### src/rtl/rf_ctrl_pkg.sv
// Shared constants and types for the register-file write-port control slice.
package rf_ctrl_pkg;
  localparam int REG_ADDR_W   = 5;
  localparam int NUM_REGS     = 32;
  localparam int XLEN_DEFAULT = 32;
  localparam int STARVE_W     = 4;

  localparam logic REQ_PIPE = 1'b0;
  localparam logic REQ_LONG = 1'b1;

  typedef enum logic [1:0] {
    GNT_NONE = 2'd0,
    GNT_PIPE = 2'd1,
    GNT_LONG = 2'd2
  } gnt_e;

  function automatic logic [31:0] sat_inc32(input logic [31:0] v);
    return (v == 32'hFFFF_FFFF) ? v : v + 32'd1;
  endfunction
endpackage

### src/rtl/rf_scoreboard.sv
// Pending-destination mask for the long-latency unit; drives WAW issue gating
// and RAW busy flags for decode.
module rf_scoreboard
  import rf_ctrl_pkg::*;
(
  input  logic                  clk,
  input  logic                  rst,
  input  logic                  i_issue_valid,
  input  logic [REG_ADDR_W-1:0] i_issue_rd,
  output logic                  o_issue_ready,
  input  logic                  i_retire_valid,
  input  logic [REG_ADDR_W-1:0] i_retire_rd,
  input  logic [REG_ADDR_W-1:0] i_rs1,
  input  logic [REG_ADDR_W-1:0] i_rs2,
  output logic                  o_rs1_busy,
  output logic                  o_rs2_busy
);
  logic [NUM_REGS-1:0] r_pending;
  logic [NUM_REGS-1:0] w_set, w_clr;
  logic                w_issue_xfer;

  assign o_issue_ready = (i_issue_rd == '0) || !r_pending[i_issue_rd];
  assign w_issue_xfer  = i_issue_valid && o_issue_ready && (i_issue_rd != '0);

  always_comb begin
    w_set = '0;
    w_clr = '0;
    if (w_issue_xfer)   w_set[i_issue_rd]  = 1'b1;
    if (i_retire_valid) w_clr[i_retire_rd] = 1'b1;
  end

  // A fresh issue wins over a retire of the same (non-pending) register.
  always_ff @(posedge clk) begin
    if (rst) r_pending <= '0;
    else     r_pending <= ((r_pending & ~w_clr) | w_set) & ~NUM_REGS'(1);
  end

  assign o_rs1_busy = (i_rs1 != '0) && r_pending[i_rs1];
  assign o_rs2_busy = (i_rs2 != '0) && r_pending[i_rs2];
endmodule

### src/rtl/rf_wb_arbiter.sv
// Register-file write-port arbiter: wb0 > wb1 with starvation override,
// registered write stage and long-latency scoreboard. Stats under RF_WB_STATS_EN.
module rf_wb_arbiter
  import rf_ctrl_pkg::*;
#(
  parameter int          XLEN         = XLEN_DEFAULT,
  parameter int unsigned STARVE_LIMIT = 4
) (
  input  logic                  clk,
  input  logic                  rst,
  input  logic                  wb0_valid,
  output logic                  wb0_ready,
  input  logic [REG_ADDR_W-1:0] wb0_rd,
  input  logic [XLEN-1:0]       wb0_data,
  input  logic                  wb1_valid,
  output logic                  wb1_ready,
  input  logic [REG_ADDR_W-1:0] wb1_rd,
  input  logic [XLEN-1:0]       wb1_data,
  input  logic                  issue_valid,
  input  logic [REG_ADDR_W-1:0] issue_rd,
  output logic                  issue_ready,
  input  logic [REG_ADDR_W-1:0] rs1,
  input  logic [REG_ADDR_W-1:0] rs2,
  output logic                  rs1_busy,
  output logic                  rs2_busy,
  output logic                  rf_reg_write,
  output logic [REG_ADDR_W-1:0] rf_rd,
  output logic [XLEN-1:0]       rf_write_data,
  output logic [31:0]           stat_wb0_cnt,
  output logic [31:0]           stat_wb1_cnt,
  output logic [31:0]           stat_stall_cnt
);
  localparam logic [STARVE_W-1:0] LIMIT = STARVE_W'(STARVE_LIMIT);

  logic [STARVE_W-1:0]   r_starve;
  logic                  r_we;
  logic [REG_ADDR_W-1:0] r_rd;
  logic [XLEN-1:0]       r_data;
  logic                  w_force, w_xfer0, w_xfer1, w_stall;
  gnt_e                  w_gnt;

  // ready never looks at the requester's own rd/data, only valids and starve state
  assign w_force   = wb1_valid && (r_starve == LIMIT);
  assign wb0_ready = !w_force;
  assign wb1_ready = w_force || !wb0_valid;
  assign w_xfer0   = wb0_valid && wb0_ready;
  assign w_xfer1   = wb1_valid && wb1_ready;
  assign w_stall   = (wb0_valid && !wb0_ready) || (wb1_valid && !wb1_ready);

  always_comb begin
    w_gnt = GNT_NONE;
    if (w_xfer1)      w_gnt = GNT_LONG;
    else if (w_xfer0) w_gnt = GNT_PIPE;
  end

  always_ff @(posedge clk) begin
    if (rst)                           r_starve <= '0;
    else if (wb1_valid && !wb1_ready)  r_starve <= (r_starve == LIMIT) ? r_starve : r_starve + 1'b1;
    else                               r_starve <= '0;
  end

  // rd/data follow any accepted write; x0 writes are simply not enabled
  always_ff @(posedge clk) begin
    if (rst) begin
      r_we   <= 1'b0;
      r_rd   <= '0;
      r_data <= '0;
    end else begin
      case (w_gnt)
        GNT_PIPE: begin
          r_we   <= (wb0_rd != '0);
          r_rd   <= wb0_rd;
          r_data <= wb0_data;
        end
        GNT_LONG: begin
          r_we   <= (wb1_rd != '0);
          r_rd   <= wb1_rd;
          r_data <= wb1_data;
        end
        default: r_we <= 1'b0;
      endcase
    end
  end

  assign rf_reg_write  = r_we;
  assign rf_rd         = r_rd;
  assign rf_write_data = r_data;

  rf_scoreboard u_sb (
    .clk            (clk),
    .rst            (rst),
    .i_issue_valid  (issue_valid),
    .i_issue_rd     (issue_rd),
    .o_issue_ready  (issue_ready),
    .i_retire_valid (w_xfer1),
    .i_retire_rd    (wb1_rd),
    .i_rs1          (rs1),
    .i_rs2          (rs2),
    .o_rs1_busy     (rs1_busy),
    .o_rs2_busy     (rs2_busy)
  );

`ifdef RF_WB_STATS_EN
  logic [31:0] r_stat0, r_stat1, r_stall;

  always_ff @(posedge clk) begin
    if (rst) begin
      r_stat0 <= '0;
      r_stat1 <= '0;
      r_stall <= '0;
    end else begin
      if (w_xfer0) r_stat0 <= sat_inc32(r_stat0);
      if (w_xfer1) r_stat1 <= sat_inc32(r_stat1);
      if (w_stall) r_stall <= sat_inc32(r_stall);
    end
  end

  assign stat_wb0_cnt   = r_stat0;
  assign stat_wb1_cnt   = r_stat1;
  assign stat_stall_cnt = r_stall;
`else
  logic w_unused_stall;
  assign w_unused_stall = w_stall;
  assign stat_wb0_cnt   = '0;
  assign stat_wb1_cnt   = '0;
  assign stat_stall_cnt = '0;
`endif
endmodule

### config.mk
export PLATFORM = sky130hd
export DESIGN_NAME = rf_wb_arbiter
export DESIGN_NICKNAME = d
export VERILOG_FILES = /design/src/rtl/rf_ctrl_pkg.sv /design/src/rtl/rf_scoreboard.sv /design/src/rtl/rf_wb_arbiter.sv
export SDC_FILE = /design/constraint.sdc
export NUM_CORES = 1
export LEC_CHECK = 0
export ABC_AREA = 1
export BUFFER_PORTS_ARGS = -buffer_cell sky130_fd_sc_hd__buf_2
export CAP_MARGIN = 20
export CORE_MARGIN = 2
export CORE_UTILIZATION = 48
export CTS_BUF_LIST = sky130_fd_sc_hd__clkbuf_16
export CTS_CLUSTER_SIZE = 14
export DETAILED_ROUTE_END_ITERATION = 6
export PLACE_DENSITY_LB_ADDON = 0.3
export REMOVE_ABC_BUFFERS = 1
export SYNTH_ARGS = -nofsm -noshare
export SYNTH_HDL_FRONTEND = slang
export SYNTH_SLANG_ARGS = --single-unit
### constraint.sdc
create_clock -name clk -period 2.4 [get_ports clk]
set_clock_uncertainty 0.2 [all_clocks]
set_input_delay 0.12 -clock clk [delete_from_list [all_inputs] [get_ports clk]]
set_output_delay 0.12 -clock clk [all_outputs]
set_load 0.02 [all_outputs]
==> qor.csv <==
stage,metric,value,unit
status,status,"complete, no violations",
global_routing,antenna_found_initial,0,
yosys,synth-seq-area-share,27.8,%
power,p_sw,1.09,mW
clock_tree,clock-root-buffer,clkbuf_16,
final_layout,fin_cells,1165,
power,swShare,32.7,%
timing,hold_viol,0,
critical_path,cp_slowest_stage_delay,0.57,ns
clock_tree,cts_buffers,9,
final_layout,diodes,0,
critical_path,path_cells,inv_1 > ha_1 > nand2_1 > nor2_4 > nand2_1 > nand2_2 > nand2_4 > inv_2 > nand2_1 > a31oi_1 > dlygate4sd3_1,
place,dp_cells,1077,
clock_tree,worst_skew_pair.late_latency,0.33,ns
floorplanning,core,0.0107,mm²
timing,fmax,438,MHz
detailed_routing,drc_errors,0,
yosys,syn_area_per_cell,6.37,µm²
final_layout,drive_above_1_share,17.1,%
clock_tree,clock_path_buffers,2,
global_routing,grt-ovfl-total,0,
critical_path,worstSetupEndpointType,register,
final_layout,mostFrequentLayoutCells,"nand2_1 (216), buf_2 (136), conb_1 (96)",
detailed_routing,wl_per_cell,14.3,µm
floorplanning,die_x,109,µm
yosys,syn_inst,826,
detailed_routing,vias,5929,
power,pwr-share-seq,39.3,%
clock_tree,clk_pin_slew_worst_paths,0.06,ns
timing,slew_headroom,33.9,%
critical_path,worstSetupPathType,register to register,
critical_path,reg2reg_slack,0.12,ns
final_layout,area_growth,27.1,%
critical_path,cp.required,2.42,ns
final_layout,nNetsFinal,1116,
floorplanning,fp.dieH,109,µm
global_routing,grt_usage,28.1,%
yosys,yosysWarnings,0,
timing,report.final.slew_viol_count,0,
power,pwr-share-clk,35.9,%
global_routing,grt_max_degree,65,
global_routing,grt_pass1_vias,5369,
power,p_int,2.24,mW
final_layout,multi_input_area,0.00288,mm²
clock_tree,clock_sinks,73,
critical_path,crit_fanout,15,
critical_path,slowest_stage,dlygate4sd3_1,
power,power,3.33,mW
place,port_buffers,136,
detailed_routing,first_pass_iters,6,
critical_path,cp-start-kind,register,
final_layout,mostFrequentLayoutCell,nand2_1,
final_layout,regArea,0.00146,mm²
clock_tree,cts_max_level,3,
floorplanning,die_area,0.0118,mm²
detailed_routing,vias_per_cell,5.09,
floorplanning,start_util,48.9,%
detailed_routing,ant_nets,0,
place,dp_hpwl,10700,µm
critical_path,crit_arrival,2.30,ns
job,cap_viol_max_count,0,
power,peakVddDrop,0.372,mV
yosys,yosys_register_bits,73,
timing,period_needed,2.28,ns
hold_path,min_path_type,input pin to register,
power,power_density,499,mW/mm²
detailed_routing,routed_wl,16700,µm
timing,setup_viol,0,
timing,min_period_over_period,95.2,%
timing,worst_pin_slew,0.992,ns
clock_tree,tritoncts,yes,
yosys,ys_types,31,
timing,worst_hold_slack,0.0239,ns
critical_path,critPathMostFrequentCell,nand2_1,
final_layout,fillers,964,
power,leakage,3.32,nW
yosys,synthesis.area,0.00526,mm²
power,comb_power_share,24.8,%
place,gp_congestion,0.904,
global_routing,grt_pass1_wl,26100,µm
detailed_routing,drtIter0Drc,516,
floorplanning,rows,38,
floorplanning,boundaryPins,233,
==> Yosys cell counts, drive strengths merged <==
library cell  instances  area share, %
o221ai                2           0.33
o31ai                 1           0.14
nand4                34            4.0
nand2               221             16
o41ai                 1           0.17
ha                    2           0.48
nor4                  1           0.12
a22oi                 4           0.57
o211ai               37            5.3
dfxtp                73             28
clkbuf               14            1.0
a21oi                50            4.8
xnor2                 1           0.17
conb                  1          0.071
a221oi                2           0.33
buf                 120             17
inv                  93            6.6
o2111ai               3           0.50
a31oi                 1           0.12
nand3                41            3.9
nor2                 60            4.6
o21ai                48            4.6
nor3                 16            1.5
==> timing repair <==
action	4_1_cts	5_1_grt
gates resized for setup	0	2
hold endpoints to repair	41	0
hold buffers	72	0
endpoints found under the setup margin	0	2
setup buffers	0	0
==> metrics by stage <==
stage / instance area, µm² / TNS (ns) / setup slack [ns] / utilization, %
2_1_floorplan: 4680 / -8.19 / -0.235 / -
3_3_place_gp: 5690 / 0 / 0.352 / 52.9
3_5_place_dp: 5690 / 0 / 0.283 / 52.9
4_1_cts: 6670 / 0 / 0.0759 / 62.1
5_1_grt: 6680 / -0.00465 / -0.00465 / 62.2
6_report: 6680 / 0 / 0.115 / 62.2
==> worst max-delay path: cells and delay by family, from the launching register on <==
family | cells | cell delay [ns]
AND/OR/NAND/NOR | 6 | 0.58
AO/OA/AOI/OAI | 1 | 0.07
flip-flops | 1 | 0.37
buffers and inverters | 3 | 0.72
adder cells (fa/ha/maj) | 1 | 0.20
==> power groups by stage <==
stage	Sequential [mW]	Clock, mW	Combinational (mW)
4_1_cts	1.31	1.21	0.791
3_5_place_dp	1.33	0	0.703
2_1_floorplan	1.39	0	0.381
6_report	1.31	1.20	0.825
3_3_place_gp	1.33	0	0.700
5_1_grt	1.31	1.26	0.899
==> kinds of logic (layout without fill, tap and decap cells) <==
family | count (synthesis) | in the layout | share of synthesized area (%)
AO/OA/AOI/OAI | 149 | 149 | 16.8
adder cells (fa/ha/maj) | 2 | 2 | 0.476
flip-flops | 73 | 73 | 27.8
AND/OR/NAND/NOR | 373 | 373 | 30.2
buffers and inverters | 227 | 331 | 24.5
XOR/XNOR | 1 | 1 | 0.167
other | 1 | 96 | 0.0713
==> cell type report <==
type                       instances  area share, %
timing repair buffer             222           23.3
clock inverter                     7          0.562
clock buffer                       9           3.37
sequential                        73           21.9
tap                              140           2.62
inverter                          93           5.23
multi-input combinational        621           43.0
==> flip-flops by register name, summed over array words and instances, names as in the netlist <==
signal / count
rf_rd: 5
rf_reg_write: 1
rf_write_data: 32
u_sb.r_pending: 31
r_starve: 4
==> routing by layer <==
metal | share of wire (%) | vias to the layer above | wire length (µm) | global-route usage, %
met2 | 47 | 370 | 7800 | 46.8
met5 | 0 | - | 0 | 0
met3 | 9.7 | 42 | 1630 | 6.22
met4 | 2.4 | 0 | 406 | 10.7
met1 | 41 | 2616 | 6860 | 35.4
li1 | - | 2901 | - | -
==> worst paths after layout <==
| check | end | start | cells past startpoint |
|---|---|---|---|
| worst max-delay path | rf_rd[2] | r_starve[0] | 11 |
| worst min-delay path | u_sb.r_pending[3] | wb1_rd[1] | 4 |
| worst max register to register | rf_rd[2] | r_starve[0] | 11 |
| worst min register to register | r_starve[1] | r_starve[1] | 2 |
Power figures use the tool's default switching activity.
